### config.mk
export PLATFORM = sky130hd
export DESIGN_NAME = turbo_encoder
export DESIGN_NICKNAME = d
export VERILOG_FILES = /design/src/rtl/turbo_encoder.sv
export SDC_FILE = /design/constraint.sdc
export NUM_CORES = 1
export LEC_CHECK = 0
export ABC_AREA = 1
export CORE_MARGIN = 2
export CORE_UTILIZATION = 64
export CTS_BUF_LIST = sky130_fd_sc_hd__clkbuf_4
export DETAILED_ROUTE_END_ITERATION = 10
export GPL_TIMING_DRIVEN = 1
export PLACE_DENSITY = 0.82
export SYNTH_ARGS = -nofsm -noshare
export SYNTH_HDL_FRONTEND = slang
export SYNTH_SLANG_ARGS = --single-unit
export TNS_END_PERCENT = 20
### constraint.sdc
create_clock -name clk_p_i -period 2.2 [get_ports clk_p_i]
set_input_delay 0.66 -clock clk_p_i [delete_from_list [all_inputs] [get_ports clk_p_i]]
set_output_delay 0.66 -clock clk_p_i [all_outputs]
set_load 0.05 [all_outputs]
### src/rtl/turbo_encoder.sv
// Rate-1/3 turbo encoder: two RSC (13,15 octal) encoders and a QPP interleaver over a K-bit buffer; TURBO_ENC_TAIL_EN adds trellis termination.
// Latency: beat 0 is valid the cycle after the K-th accepted input bit; K beats per block, or K+6 with the macro.
// Backpressure: input is accepted only while loading; while out_ready_i is low all state and outputs hold.
module turbo_encoder #(
    parameter int K  = 40,
    parameter int F1 = 3,
    parameter int F2 = 10
) (
    input  logic clk_p_i,
    input  logic reset_n_i,
    input  logic in_valid_i,
    output logic in_ready_o,
    input  logic data_i,
    output logic out_valid_o,
    input  logic out_ready_i,
    output logic sys_o,
    output logic par1_o,
    output logic par2_o,
    output logic last_o
);

    localparam int CW   = $clog2(K);
    localparam int G0_I = (F1 + F2) % K;
    localparam int GS_I = (2 * F2) % K;
    localparam int KM1  = K - 1;

    localparam logic [CW:0]   K_X    = K[CW:0];
    localparam logic [CW-1:0] K_LO   = K[CW-1:0];
    localparam logic [CW-1:0] K_LAST = KM1[CW-1:0];
    localparam logic [CW-1:0] G0     = G0_I[CW-1:0];
    localparam logic [CW-1:0] G_STEP = GS_I[CW-1:0];

    localparam logic [2:0] IDLE  = 3'd0;
    localparam logic [2:0] LOAD  = 3'd1;
    localparam logic [2:0] ENC   = 3'd2;
`ifdef TURBO_ENC_TAIL_EN
    localparam logic [2:0] TAIL1 = 3'd3;
    localparam logic [2:0] TAIL2 = 3'd4;
`endif

    logic [2:0]    state;
    logic [CW-1:0] cnt;
    logic [CW-1:0] pi_q;
    logic [CW-1:0] g_q;
    // Tap order: [0] = d1, [1] = d2, [2] = d3
    logic [2:0]    r1;
    logic [2:0]    r2;
    logic [K-1:0]  data_buf;

    logic          u1, u2, a1, a2, z1, z2;
    logic [CW:0]   pi_sum, g_sum;
    logic [CW-1:0] pi_nxt, g_nxt;

    assign in_ready_o = (state == IDLE) || (state == LOAD);

    // Incremental QPP address: both sums stay below 2K, so one conditional subtract wraps them.
    always_comb begin
        pi_sum = {1'b0, pi_q} + {1'b0, g_q};
        g_sum  = {1'b0, g_q} + {1'b0, G_STEP};
        pi_nxt = (pi_sum >= K_X) ? (pi_q + g_q - K_LO) : (pi_q + g_q);
        g_nxt  = (g_sum >= K_X) ? (g_q + G_STEP - K_LO) : (g_q + G_STEP);
    end

    always_comb begin
        u1 = data_buf[cnt];
        u2 = data_buf[pi_q];
`ifdef TURBO_ENC_TAIL_EN
        // Feeding back d2^d3 zeroes the recursion input, flushing the register.
        if (state == TAIL1) u1 = r1[1] ^ r1[2];
        if (state == TAIL2) u2 = r2[1] ^ r2[2];
`endif
        a1 = u1 ^ r1[1] ^ r1[2];
        a2 = u2 ^ r2[1] ^ r2[2];
        z1 = a1 ^ r1[0] ^ r1[2];
        z2 = a2 ^ r2[0] ^ r2[2];
    end

    always_comb begin
        out_valid_o = 1'b0;
        sys_o       = 1'b0;
        par1_o      = 1'b0;
        par2_o      = 1'b0;
        last_o      = 1'b0;
        case (state)
            ENC: begin
                out_valid_o = 1'b1;
                sys_o       = u1;
                par1_o      = z1;
                par2_o      = z2;
`ifndef TURBO_ENC_TAIL_EN
                last_o      = (cnt == K_LAST);
`endif
            end
`ifdef TURBO_ENC_TAIL_EN
            TAIL1: begin
                out_valid_o = 1'b1;
                sys_o       = u1;
                par1_o      = z1;
            end
            TAIL2: begin
                out_valid_o = 1'b1;
                sys_o       = u2;
                par2_o      = z2;
                last_o      = (cnt == CW'(2));
            end
`endif
            default: ;
        endcase
    end

    always_ff @(posedge clk_p_i) begin
        if (in_valid_i && in_ready_o) begin
            data_buf[cnt] <= data_i;
        end
    end

    always_ff @(posedge clk_p_i) begin
        if (!reset_n_i) begin
            state <= IDLE;
            cnt   <= '0;
            pi_q  <= '0;
            g_q   <= G0;
            r1    <= '0;
            r2    <= '0;
        end else begin
            case (state)
                IDLE: begin
                    if (in_valid_i) begin
                        state <= LOAD;
                        cnt   <= CW'(1);
                    end
                end
                LOAD: begin
                    if (in_valid_i) begin
                        if (cnt == K_LAST) begin
                            state <= ENC;
                            cnt   <= '0;
                        end else begin
                            cnt <= cnt + CW'(1);
                        end
                    end
                end
                ENC: begin
                    if (out_ready_i) begin
                        r1   <= {r1[1:0], a1};
                        r2   <= {r2[1:0], a2};
                        pi_q <= pi_nxt;
                        g_q  <= g_nxt;
                        if (cnt == K_LAST) begin
`ifdef TURBO_ENC_TAIL_EN
                            state <= TAIL1;
                            cnt   <= '0;
`else
                            state <= IDLE;
                            cnt   <= '0;
                            pi_q  <= '0;
                            g_q   <= G0;
                            r1    <= '0;
                            r2    <= '0;
`endif
                        end else begin
                            cnt <= cnt + CW'(1);
                        end
                    end
                end
`ifdef TURBO_ENC_TAIL_EN
                TAIL1: begin
                    if (out_ready_i) begin
                        r1 <= {r1[1:0], a1};
                        if (cnt == CW'(2)) begin
                            state <= TAIL2;
                            cnt   <= '0;
                        end else begin
                            cnt <= cnt + CW'(1);
                        end
                    end
                end
                TAIL2: begin
                    if (out_ready_i) begin
                        r2 <= {r2[1:0], a2};
                        if (cnt == CW'(2)) begin
                            state <= IDLE;
                            cnt   <= '0;
                            pi_q  <= '0;
                            g_q   <= G0;
                            r1    <= '0;
                            r2    <= '0;
                        end else begin
                            cnt <= cnt + CW'(1);
                        end
                    end
                end
`endif
                default: state <= IDLE;
            endcase
        end
    end

endmodule
==> metrics.md <==
| Metric | Value |
|---|---|
| Status | complete, but fails checks |
| Violated checks | negative setup slack |
| Yosys warns | 0 |
| Largest net degree at the start of global routing | 41 |
| Cts bufs inserted | 9 |
| Post-synthesis cell count | 511 |
| Dominant cells by area after synthesis | edfxtp_1 31%, nand2_1 15%, dfxtp_1 13% |
| Initial Util | 66.22% |
| Total gr overflow | 0 |
| Share of the clock period used by the worst path | 131.3% |
| DR pass1 iterations | 5 |
| Mux cell area share after synthesis | 0% |
| DRC Markers | 0 |
| R2r setup slk | 90 ps |
| Skew-Pair Late Insertion Delay | 440 ps |
| RR Startpoint | pi_q[2] |
| HPWL after DPL | 7272 um |
| Max-slew headroom | 75.12% |
| Most frequent cells in the layout | 149 x nand2_1, 56 x nor2_1, 49 x nand3_1, 44 x buf_4, 40 x edfxtp_1 |
| Avg WL per Cell | 16.13 um |
| Synth Area in Simple Gates | 32.17% |
| Core area | 0.005886 sq mm |
| Total power | 4229 uW |
| Syn-to-layout area delta | 18.04% |
| Measured slew at the worst slew-check pin | 373.2 ps |
| Total number of vias | 3771 |
| Critical path required time | 1540 ps |
| Reg-to-Reg End | pi_q[3] |
| Initial antenna violation count | 0 |
| Lkg Pwr | 0.001852 uW |
| Slew Limit Fails | 0 |
| Register area share after synthesis | 43.66% |
| IO Port Bufs | 10 |
| Worst vdd ir | 0.001017 V |
| H-tree depth | 3 |
| I/O pin count | 11 |
| Final hold vios | 0 |
| Setup ws final | -689.6 ps |
| Nets | 579 |
| Average vias per placed instance | 5.892 |
| Max-cap violations | 0 |
| Synth Area in Compound Gates | 10.24% |
| Combinational family with the most area after synthesis | simple AND/OR/NAND/NOR gates |
| Post-Synth Adder-Cell Area | 4.494% |
| Setup violators final | 4 |
| Reg clk slew, reported paths | 110 ps |
| Post-DRT Antenna Nets | 0 |
| Clock Sinks | 65 |
| Layout cells sized above 1 | 19.29% |
| Cell Area, Synth | 0.003897 sq mm |
| Die Y | 82.04 um |
| Die area | 0.006730 sq mm |
| Hold Crit Class | flop to flop |
| Netlist cell types | 38 |
| Placer Congestion | 0.9218 |
| GRT Total Usage | 33.52% |
| Vias in the first global route | 3558 |
| Fmax | 346.1 MHz |
| Clock root buffer | clkbuf_4 |
| Most common cell after layout, fill and taps aside | nand2_1 |
| Synth area leader | edfxtp_1 |
| Mapped Nets | 530 |
| Yosys reg bits | 65 |
| FP Rows | 28 |
| Final Skew | 9.782 ps |
| Worst Path Max Fanout | 17 |
| Max Root-Sink Buffers | 2 |
| CP endpoint | par1_o |
| Reg2Reg Depth | 12 |
| First-pass GRT wire length | 16550 um |
| Mean Syn Cell Area | 7.627 sq um |
| Die span in x | 82.04 um |
| CP Capture Type | primary output |
| Critical path arrival | 2230 ps |
| Number of inserted diodes | 0 |
| Worst Setup Start Kind | flop |
| Period minus WS final | 2890 ps |
| Layout Utilization | 78.17% |
| RSZ-0062 raised after global routing | yes |
| CTS tree | built |
| Synth Area in XOR/XNOR | 1.798% |
| WS Path Type | flop to primary output |
| Post-synth top area share | 30.82% |
| DRT iter0 DRCs | 430 |
| Cell Pwr Density | 919.2 mW/mm^2 |
| Aggregate negative setup slack | -2275 ps |
| Routed WL | 10320 um |
| Crit. Startpoint | cnt[0] |
==> power breakdown <==
group / switching, uW / internal [uW]
logic: 1190 / 776
clock network: 460 / 351
registers: 84.8 / 1370
total: 1730 / 2490
==> metal layers <==
metal	vias up	wire (um)	track usage (%)
met1	1733	4354	42.81
met2	191	4743	53.58
li1	1802	-	-
met5	-	0	0
met4	0	431	19.50
met3	45	790	5.604
==> sequential cells by signal, summed over array words and instances (netlist names) <==
name      cells
data_buf     40
cnt           6
pi_q          6
g_q           5
r1            3
r2            3
state         2
==> per-stage QoR <==
step	std cells	hold slack, ps	worst slack (ps)	cell area, sq um
6_report	640	490.4	-689.6	4601
5_1_grt	640	521.7	-868.1	4601
4_1_cts	640	488.8	-682.4	4579
3_5_place_dp	623	461.9	-307.0	4383
3_3_place_gp	623	452.6	-270.4	4383
2_1_floorplan	511	428.5	-181.0	3949
==> kinds of logic after synthesis <==
| family | count (synthesis) |
|---|---|
| and+or+nand+nor | 293 |
| AOI/OAI and AO/OA | 72 |
| DFF | 65 |
| buffers and inverters | 59 |
| adders and majority gates | 14 |
| xor gates and xnor gates | 8 |
==> how the worst min path moves through the flow <==
stage | from | end | slack (ps) | cells after the start
finish | g_q[0] | g_q[0] | 490 | 2
global route | g_q[0] | g_q[0] | 520 | 2
CTS | g_q[0] | g_q[0] | 490 | 2
detailed placement | g_q[0] | g_q[0] | 460 | 2
global placement | g_q[0] | g_q[0] | 450 | 2
floorplan | g_q[0] | g_q[0] | 430 | 2
==> area by class of cell <==
| cell class | instances | area [sq um] |
|---|---|---|
| Clock buffer | 10 | 75.07 |
| Inverter | 41 | 161.4 |
| Sequential cell | 65 | 1709 |
| Tap cell | 75 | 93.84 |
| Fill cell | 451 | 1285 |
| Multi-Input combinational cell | 387 | 1973 |
| Clock inverter | 6 | 58.81 |
| Timing Repair Buffer | 56 | 529.3 |
==> critical path, stage by stage, from the launching register on <==
cell	delay, ps
dfxtp_4	440
inv_6	100
nand2_1	90
nand2_1	60
nand2_1	50
nand2_1	80
nand2_1	60
nand2_1	70
nand2_1	70
nand2_2	60
nor2_4	120
nand2_2	90
nand2_2	80
a21boi_2	70
nor3_4	190
buf_12	160
==> what timing repair did <==
item / 4_1_cts / 5_1_grt
buffers inserted: 0 / 0
endpoints found under the setup margin: 4 / 9
gates cloned: 1 / 0
pin swaps: 3 / 2
hold buffers: 0 / 0
resized for setup: 13 / 7
==> synth_stat cells, drive strengths merged <==
library cell  number
a211oi             1
a221oi             1
inv               40
a21oi             46
ha                14
nor2              60
o21ai             21
a21boi             1
clkinv             1
o211ai             1
xor2               4
nand3b             1
nand2            157
clkbuf             2
dfxtp             25
xnor2              4
or2                1
nand2b             1
nor3               6
o22ai              1
buf               16
nand3             52
nor4               1
edfxtp            40
nand4             14
No activity file was read; power rests on OpenSTA's default activity.
